==> src/rtl/wb_port_arbiter.sv <==
`default_nettype none
// ============================================================================
// Module      : wb_port_arbiter
// Description : Shares the single register-file write port between the
//               execute-stage writeback and a late load/response unit. Late
//               responses are queued in a small FIFO; one source is granted
//               per cycle, with a starvation counter that force-grants the
//               execute stage after MAX_WAIT consecutive denied cycles.
// Revision    : 1.0 - initial release
// ============================================================================
module wb_port_arbiter #(
    parameter int DEPTH    = 2,
    parameter int MAX_WAIT = 3
) (
    input  logic                    clk,
    input  logic                    rst,
    input  logic                    ex_valid,
    input  logic [4:0]              ex_rd,
    input  logic [31:0]             ex_data,
    output logic                    ex_ready,
    input  logic                    ld_valid,
    input  logic [4:0]              ld_rd,
    input  logic [31:0]             ld_data,
    output logic                    ld_ready,
    output logic                    rf_we,
    output logic [4:0]              rf_rd,
    output logic [31:0]             rf_wdata,
    output logic [$clog2(DEPTH):0]  fifo_cnt
);

    localparam int AW = $clog2(DEPTH);
    localparam int CW = AW + 1;
    localparam int WW = $clog2(MAX_WAIT + 1);

    localparam logic [CW-1:0] c_full     = CW'(DEPTH);
    localparam logic [WW-1:0] c_max_wait = WW'(MAX_WAIT);

    // Late-response queue storage and bookkeeping
    logic [4:0]    r_mem_rd   [DEPTH];
    logic [31:0]   r_mem_data [DEPTH];
    logic [AW-1:0] r_wr_ptr;
    logic [AW-1:0] r_rd_ptr;
    logic [CW-1:0] r_cnt;
    logic [WW-1:0] r_wait_cnt;

    logic          w_push;
    logic          w_force;
    logic          w_grant_ex;
    logic          w_grant_ld;
    logic          w_grant;
    logic [4:0]    w_sel_rd;
    logic [31:0]   w_sel_data;

    // Load acceptance depends only on current occupancy, never on a same-cycle pop
    assign ld_ready = !rst && (r_cnt != c_full);
    assign w_push   = ld_valid && ld_ready;
    assign fifo_cnt = r_cnt;
    assign ex_ready = w_grant_ex;

    // Single-winner grant: starved ex first, then oldest queued load, then ex
    always_comb begin
        w_force    = ex_valid && (r_wait_cnt == c_max_wait);
        w_grant_ex = 1'b0;
        w_grant_ld = 1'b0;
        if (!rst) begin
            if (w_force) begin
                w_grant_ex = 1'b1;
            end else if (r_cnt != '0) begin
                w_grant_ld = 1'b1;
            end else if (ex_valid) begin
                w_grant_ex = 1'b1;
            end
        end
        w_grant    = w_grant_ex || w_grant_ld;
        w_sel_rd   = w_grant_ex ? ex_rd   : r_mem_rd[r_rd_ptr];
        w_sel_data = w_grant_ex ? ex_data : r_mem_data[r_rd_ptr];
    end

    // Queue payload write; contents are only meaningful below the occupancy count
    always_ff @(posedge clk) begin
        if (w_push) begin
            r_mem_rd[r_wr_ptr]   <= ld_rd;
            r_mem_data[r_wr_ptr] <= ld_data;
        end
    end

    // Queue pointers and occupancy; pointers wrap naturally at the power-of-2 depth
    always_ff @(posedge clk) begin
        if (rst) begin
            r_wr_ptr <= '0;
            r_rd_ptr <= '0;
            r_cnt    <= '0;
        end else begin
            if (w_push) begin
                r_wr_ptr <= r_wr_ptr + AW'(1);
            end
            if (w_grant_ld) begin
                r_rd_ptr <= r_rd_ptr + AW'(1);
            end
            case ({w_push, w_grant_ld})
                2'b10:   r_cnt <= r_cnt + CW'(1);
                2'b01:   r_cnt <= r_cnt - CW'(1);
                default: r_cnt <= r_cnt;
            endcase
        end
    end

    // Count consecutive denied ex cycles; any ex grant or idle ex restarts it
    always_ff @(posedge clk) begin
        if (rst) begin
            r_wait_cnt <= '0;
        end else if (w_grant_ex || !ex_valid) begin
            r_wait_cnt <= '0;
        end else if (r_wait_cnt != c_max_wait) begin
            r_wait_cnt <= r_wait_cnt + WW'(1);
        end
    end

    // Registered write port; x0 grants complete the handshake but never write
    always_ff @(posedge clk) begin
        if (rst) begin
            rf_we    <= 1'b0;
            rf_rd    <= '0;
            rf_wdata <= '0;
        end else begin
            rf_we <= w_grant && (w_sel_rd != 5'd0);
            if (w_grant) begin
                rf_rd    <= w_sel_rd;
                rf_wdata <= w_sel_data;
            end
        end
    end

endmodule
`default_nettype wire

==> config.mk <==
export PLATFORM = sky130hd
export DESIGN_NAME = wb_port_arbiter
export DESIGN_NICKNAME = d
export VERILOG_FILES = /design/src/rtl/wb_port_arbiter.sv
export SDC_FILE = /design/constraint.sdc
export NUM_CORES = 1
export LEC_CHECK = 0
export ABC_AREA = 1
export CAP_MARGIN = 20
export CORE_UTILIZATION = 44
export DETAILED_ROUTE_END_ITERATION = 16
export GPL_ROUTABILITY_DRIVEN = 0
export PLACE_DENSITY = 0.76
export SYNTH_ARGS = -nofsm -noshare
export SYNTH_HDL_FRONTEND = slang
export SYNTH_SLANG_ARGS = --single-unit
==> constraint.sdc <==
create_clock -name clk -period 2.9 [get_ports clk]
set_clock_uncertainty 0.2 [all_clocks]
set_input_delay 0.435 -clock clk [delete_from_list [all_inputs] [get_ports clk]]
set_output_delay 0.435 -clock clk [all_outputs]
set_load 0.02 [all_outputs]
Word-level counts from Yosys, hierarchy flattened
Memories as Yosys holds them, arrays and structs flattened. A register that Yosys moved wholly into a read port is not among the register bits. Index checks and enable logic that the tools add are counted.

Memories: 2. Bits in writable memories: 74. Flip-flop bits (word level): 44. Output and inout port bits: 42. Logic and storage cells: 47.

Mux-type cells: 16. $add $sub $neg: 5. Equality and inequality tests: 5. Reductions and logical operators: 12.

Memories: r_mem_data (words 2, bits a word 32, read ports 1, clocked after Yosys merged registers in 1, write ports 1, line 40) `logic [31:0] r_mem_data [DEPTH];`; r_mem_rd (words 2, bits a word 5, read ports 1, clocked after Yosys merged registers in 1, write ports 1, line 39) `logic [4:0] r_mem_rd [DEPTH];`.

Operators by type and width (number): 32-bit 2-to-1 mux (1); 1-bit 2-to-1 mux (13); 5-bit 2-to-1 mux (1); 5-bit nonzero test (1); 2-bit by 1-bit adder with 2-bit output, second input constant (2); 2-bit == test, second input constant (2); 1-bit logical AND (4); 2-bit inequality test, second input constant (2); 2-bit case mux with 2 select lines (1); 2-bit nonzero test (2); 1-bit adder, second input constant (2); 2-bit by 1-bit == test with 1-bit output, second input constant (1); 1-bit zero test (2); 1-bit logical OR (2); 2-bit OR reduction (1); 2-bit by 1-bit subtractor with 2-bit output, second input constant (1).

Logic depth before layout (Yosys ltp)
Depth in word-level cells: 7. Depth in mapped cells: 11. Depth with buffers taken out: 10.

Worst setup path before layout
No wires, ideal clock.

Path type: reg2reg. From: reg r_cnt[0] (netlist: fifo_cnt[0]). To: mem r_mem_data[0][0], enable pin. Path buffers: 0. Path slack: -579 ps. Arrival time: 2848 ps. Stages on the path, launching flop included: 5. Clock period less this slack: 3479 ps. Required time: 2269 ps. Cell sequence: dfxtp_1 > inv_1 > a21oi_1 > nand2_1 > nor2_1.

Cells in the longest elaborated chain, start to end: 5.

Ends and longest elaborated chain: start, declared (line 43) `logic [CW-1:0] r_cnt;`; start signal, assigned (line 101) `2'b10: r_cnt <= r_cnt + CW'(1);`; start signal, assigned (line 102) `2'b01: r_cnt <= r_cnt - CW'(1);`; start signal, assigned (line 103) `default: r_cnt <= r_cnt;`; 2-bit inequality test (line 55) `assign ld_ready = !rst && (r_cnt != c_full);`; 1-bit logical AND (line 55); named net ld_ready (line 24) `output logic ld_ready,`; 1-bit logical AND (line 56) `assign w_push = ld_valid && ld_ready;`; 1-bit 2-to-1 mux (line 81) `if (w_push) begin`; 1-bit 2-to-1 mux (implied by the code) (line 83) `r_mem_data[r_wr_ptr] <= ld_data;`; end, declared (line 40).

The timed path passes the listed nets, and every way through them passes these cells.

Worst setup path after layout
From: reg r_wait_cnt[0]. To: out ex_ready.

Cells in the longest elaborated chain, start to end: 4.

Ends and longest elaborated chain: start, declared (line 44) `logic [WW-1:0] r_wait_cnt;`; start signal, assigned (line 115) `r_wait_cnt <= r_wait_cnt + WW'(1);`; 2-bit == test (line 62) `w_force = ex_valid && (r_wait_cnt == c_max_wait);`; 1-bit logical AND (line 62); 1-bit 2-to-1 mux (line 66) `if (w_force) begin`; 1-bit 2-to-1 mux (line 65) `if (!rst) begin`; end, declared (line 20) `output logic ex_ready,`.

Every way passes these cells.

==> results.md <==
- Unrepaired setup endpoints after global routing: no
- EDFF count, synth: 74
- DR iter-0 viols: 142
- Cell count of the worst hold path: 1
- Final setup viols: 0
- Die footprint: 0.01085 sq mm
- Worst path cell trace: ha_1 -> inv_1 -> o21ai_4 -> nand2_4 -> inv_1 -> clkdlybuf4s50_1
- Critical path arrival: 2010 ps
- Hold Path Origin: r_wait_cnt[0]$_SDFFE_PP0P_
- Register area: 0.003124 sq mm
- Peak VDD IR: 413.8 uV
- Synth Flop Type: edfxtp_1
- IO Pins: 120
- Slowest CP cell: clkdlybuf4s50_1
- Post-DP Area: 0.005913 sq mm
- WP buf/inv: 3
- Leakage power: 2.486 nW
- Residual DRC: 0
- # H-tree levels: 4
- Total track usage: 0.2015
- Yosys warnings: 0
- Chip Height: 104.2 microns
- Diode count: 0
- Root buffer selected by CTS: clkbuf_8
- Core Area: 0.009955 sq mm
- Yosys cell types: 28
- Share of power burned in registers: 0.406
- Max Cap Viol: 0
- CTS max path bufs: 2
- Reg2Reg Depth: 8
- Multi-input gate area: 0.001297 sq mm
- Nets@finish: 624
- Net Sw Power: 1.339 mW
- Largest net degree at the start of global routing: 69
- Mapped Area: 0.004593 sq mm
- P per Cell Area: 786.1 mW/mm^2
- CTS Buf Count: 17
- Hold/Removal Path Class: reg -> reg
- Post-CTS setup buffer count: 0
- Most frequent CP cell: inv_1
- Max-slew violations: 0
- Area Growth Syn to Fin: 41.54%
- Period utilization: 0.9107
- Comb pwr share: 0.202
- Final TNS setup: 0 ps
- Row cnt: 36
- FMAX: 0.3786 GHz
- R2R Path End: rf_rd[4]$_SDFFE_PP0P_
- Cells after synthesis: 423
- Endpoints failing hold: 0
- Syn_nets: 503
- Die width: 104.2 microns
- Final hold slack: 233.3 ps
- TritonCTS clock tree: done
- Share of layout cells above drive strength 1: 0.08797
- End of the worst hold path: r_wait_cnt[0]$_SDFFE_PP0P_
- Reg2reg setup slack: 710 ps
- Critical path class: reg -> out
- Startpoint Class: flip-flop
- Clock Power Share: 0.392
- I/O Buffers: 119
- Vias: 3534
- Run status: finished clean
- Worst-path clk slew: 50 ps
- Switching Fraction: 0.2621
- Normalized max-slew margin: 0.5541
- Delay-heaviest family, CP: buffers and inverters
- Int Pwr: 3.771 mW
- CTS Hold Bufs: 0
- Antenna viol nets, final: 0
- Final Cell Area: 0.006501 sq mm
- Register area share after synthesis: 0.6799
- Post_cts resized: 0
- Syn_area_per_cell: 10.86 sq um
- Fillers: 801
- Routed wire length: 10.41 mm
- HPWL after detailed placement: 6.534 mm
- Wirelength per Cell: 15.09 microns
- CP Capture Type: output pin
- First-pass GRT wire length: 16.92 mm
- Overflow left after global routing: 0
- Synth Register Bits: 119
- Drt pass-1 iters: 4
- Clk_lat worst skew: 490 ps
- Least-Margin Pin Slew: 667.8 ps
- Worst Path Required: 2270 ps
- CP peak stage delay: 610 ps
- Async SR Flop Fraction: 0
- TritonCTS Sinks: 119
- DR vias/cell: 5.122
- Initial Utilization: 0.4614
- Worst reg2reg path startpoint: r_wait_cnt[0]$_SDFFE_PP0P_
- Initial antenna violation count: 0
- Min Tclk post-route: 2641 ps
- Number of global-route vias before repair: 3442
- Maximum fanout along the worst path: 7
[through the flow]
stage,power [mW],utilization,worst slack [ps],instances
2_1_floorplan,2.663,-,-579.1,423
3_3_place_gp,3.111,0.5940,312.4,658
3_5_place_dp,3.146,0.5940,287.0,658
4_1_cts,5.159,0.6531,226.2,690
5_1_grt,5.352,0.6531,154.2,690
6_report,5.111,0.6531,258.9,690
[cell families (layout without fill, tap and decap cells)]
group	Yosys count	after routing	share of synthesized area
AO/OA/AOI/OAI	88	88	0.1114
adder cells (fa/ha/maj)	2	2	0.005447
AND/OR/NAND/NOR	176	176	0.1624
buffers and inverters	38	172	0.04086
flip-flops	119	119	0.6799
[sequential cells by signal, indices dropped and copies added, names as in the netlist, named ones only]
register,count
r_wr_ptr,1
rf_wdata,32
rf_rd,5
r_mem_rd,10
rf_we,1
r_wait_cnt,2
r_rd_ptr,1
r_mem_data,64
fifo_cnt,2
[final cells by class]
cell class                      count  share of cell area
Multi-Input combinational cell    266              0.1996
Timing Repair Buffer              127              0.1963
Clock inverter                      7            0.009430
Inverter                           13            0.007506
Sequential cell                   119              0.4806
Clock buffer                       25             0.08102
Tap cell                          133             0.02560
[power by group through the flow]
| stage | Clock [mW] | Combinational (mW) | Sequential [mW] |
|---|---|---|---|
| 6_report | 2.00 | 1.03 | 2.08 |
| 5_1_grt | 2.13 | 1.13 | 2.09 |
| 4_1_cts | 2.04 | 1.04 | 2.08 |
| 3_5_place_dp | 0 | 1.04 | 2.11 |
| 3_3_place_gp | 0 | 1.01 | 2.10 |
| 2_1_floorplan | 0 | 0.404 | 2.26 |
[cells in the final DEF, fill, tap and decap left out, types with 2 or more instances in the layout]
cell / count
dfxtp_1: 44
nand3_1: 42
clkbuf_16: 18
buf_12: 2
nand2_1: 87
clkbuf_1: 2
nor2_1: 37
a21oi_1: 5
o21ai_0: 49
clkdlybuf4s50_1: 119
ha_1: 2
o211ai_1: 12
inv_1: 11
o21ai_1: 4
edfxtp_1: 74
inv_2: 2
clkbuf_8: 5
nor3_1: 2
clkinv_2: 4
nor2_4: 4
buf_4: 6
a31oi_1: 14
[layer usage]
metal  routed length (microns)  up-vias  global-route usage
met3                       572        2             0.06078
li1                          -     1734                   -
met1                      4355     1687              0.2427
met2                      5452      111              0.3538
met4                        30        0             0.04592
met5                         0        -                   0
[cells in the mapped netlist, types with 4 or more instances]
library cell,number,area (sq um)
dfxtp_1,45,900.9
nand3_1,42,210.2
inv_1,11,41.29
o21ai_0,49,245.2
clkbuf_1,8,30.03
o21ai_1,4,20.02
edfxtp_1,74,2222
a31oi_1,14,87.58
a21oi_1,5,25.02
nand2_1,87,326.6
o211ai_1,12,90.09
nor2_1,39,146.4
buf_2,11,55.05
buf_6,4,45.04
[worst max-delay path by stage]
stage | start | end | slack [ps] | cells past startpoint
2_1_floorplan | fifo_cnt[0]$_SDFFE_PP0P_ | r_mem_data[0][0]$_DFFE_PP_ | -580 | 4
3_3_place_gp | ex_valid | ex_ready | 310 | 6
6_report | r_wait_cnt[0]$_SDFFE_PP0P_ | ex_ready | 260 | 6
4_1_cts | r_wait_cnt[1]$_SDFFE_PP0P_ | ex_ready | 230 | 6
3_5_place_dp | ex_valid | ex_ready | 290 | 6
5_1_grt | r_wait_cnt[1]$_SDFFE_PP0P_ | ex_ready | 150 | 6
Note: power is estimated with default switching activity, not from simulation.
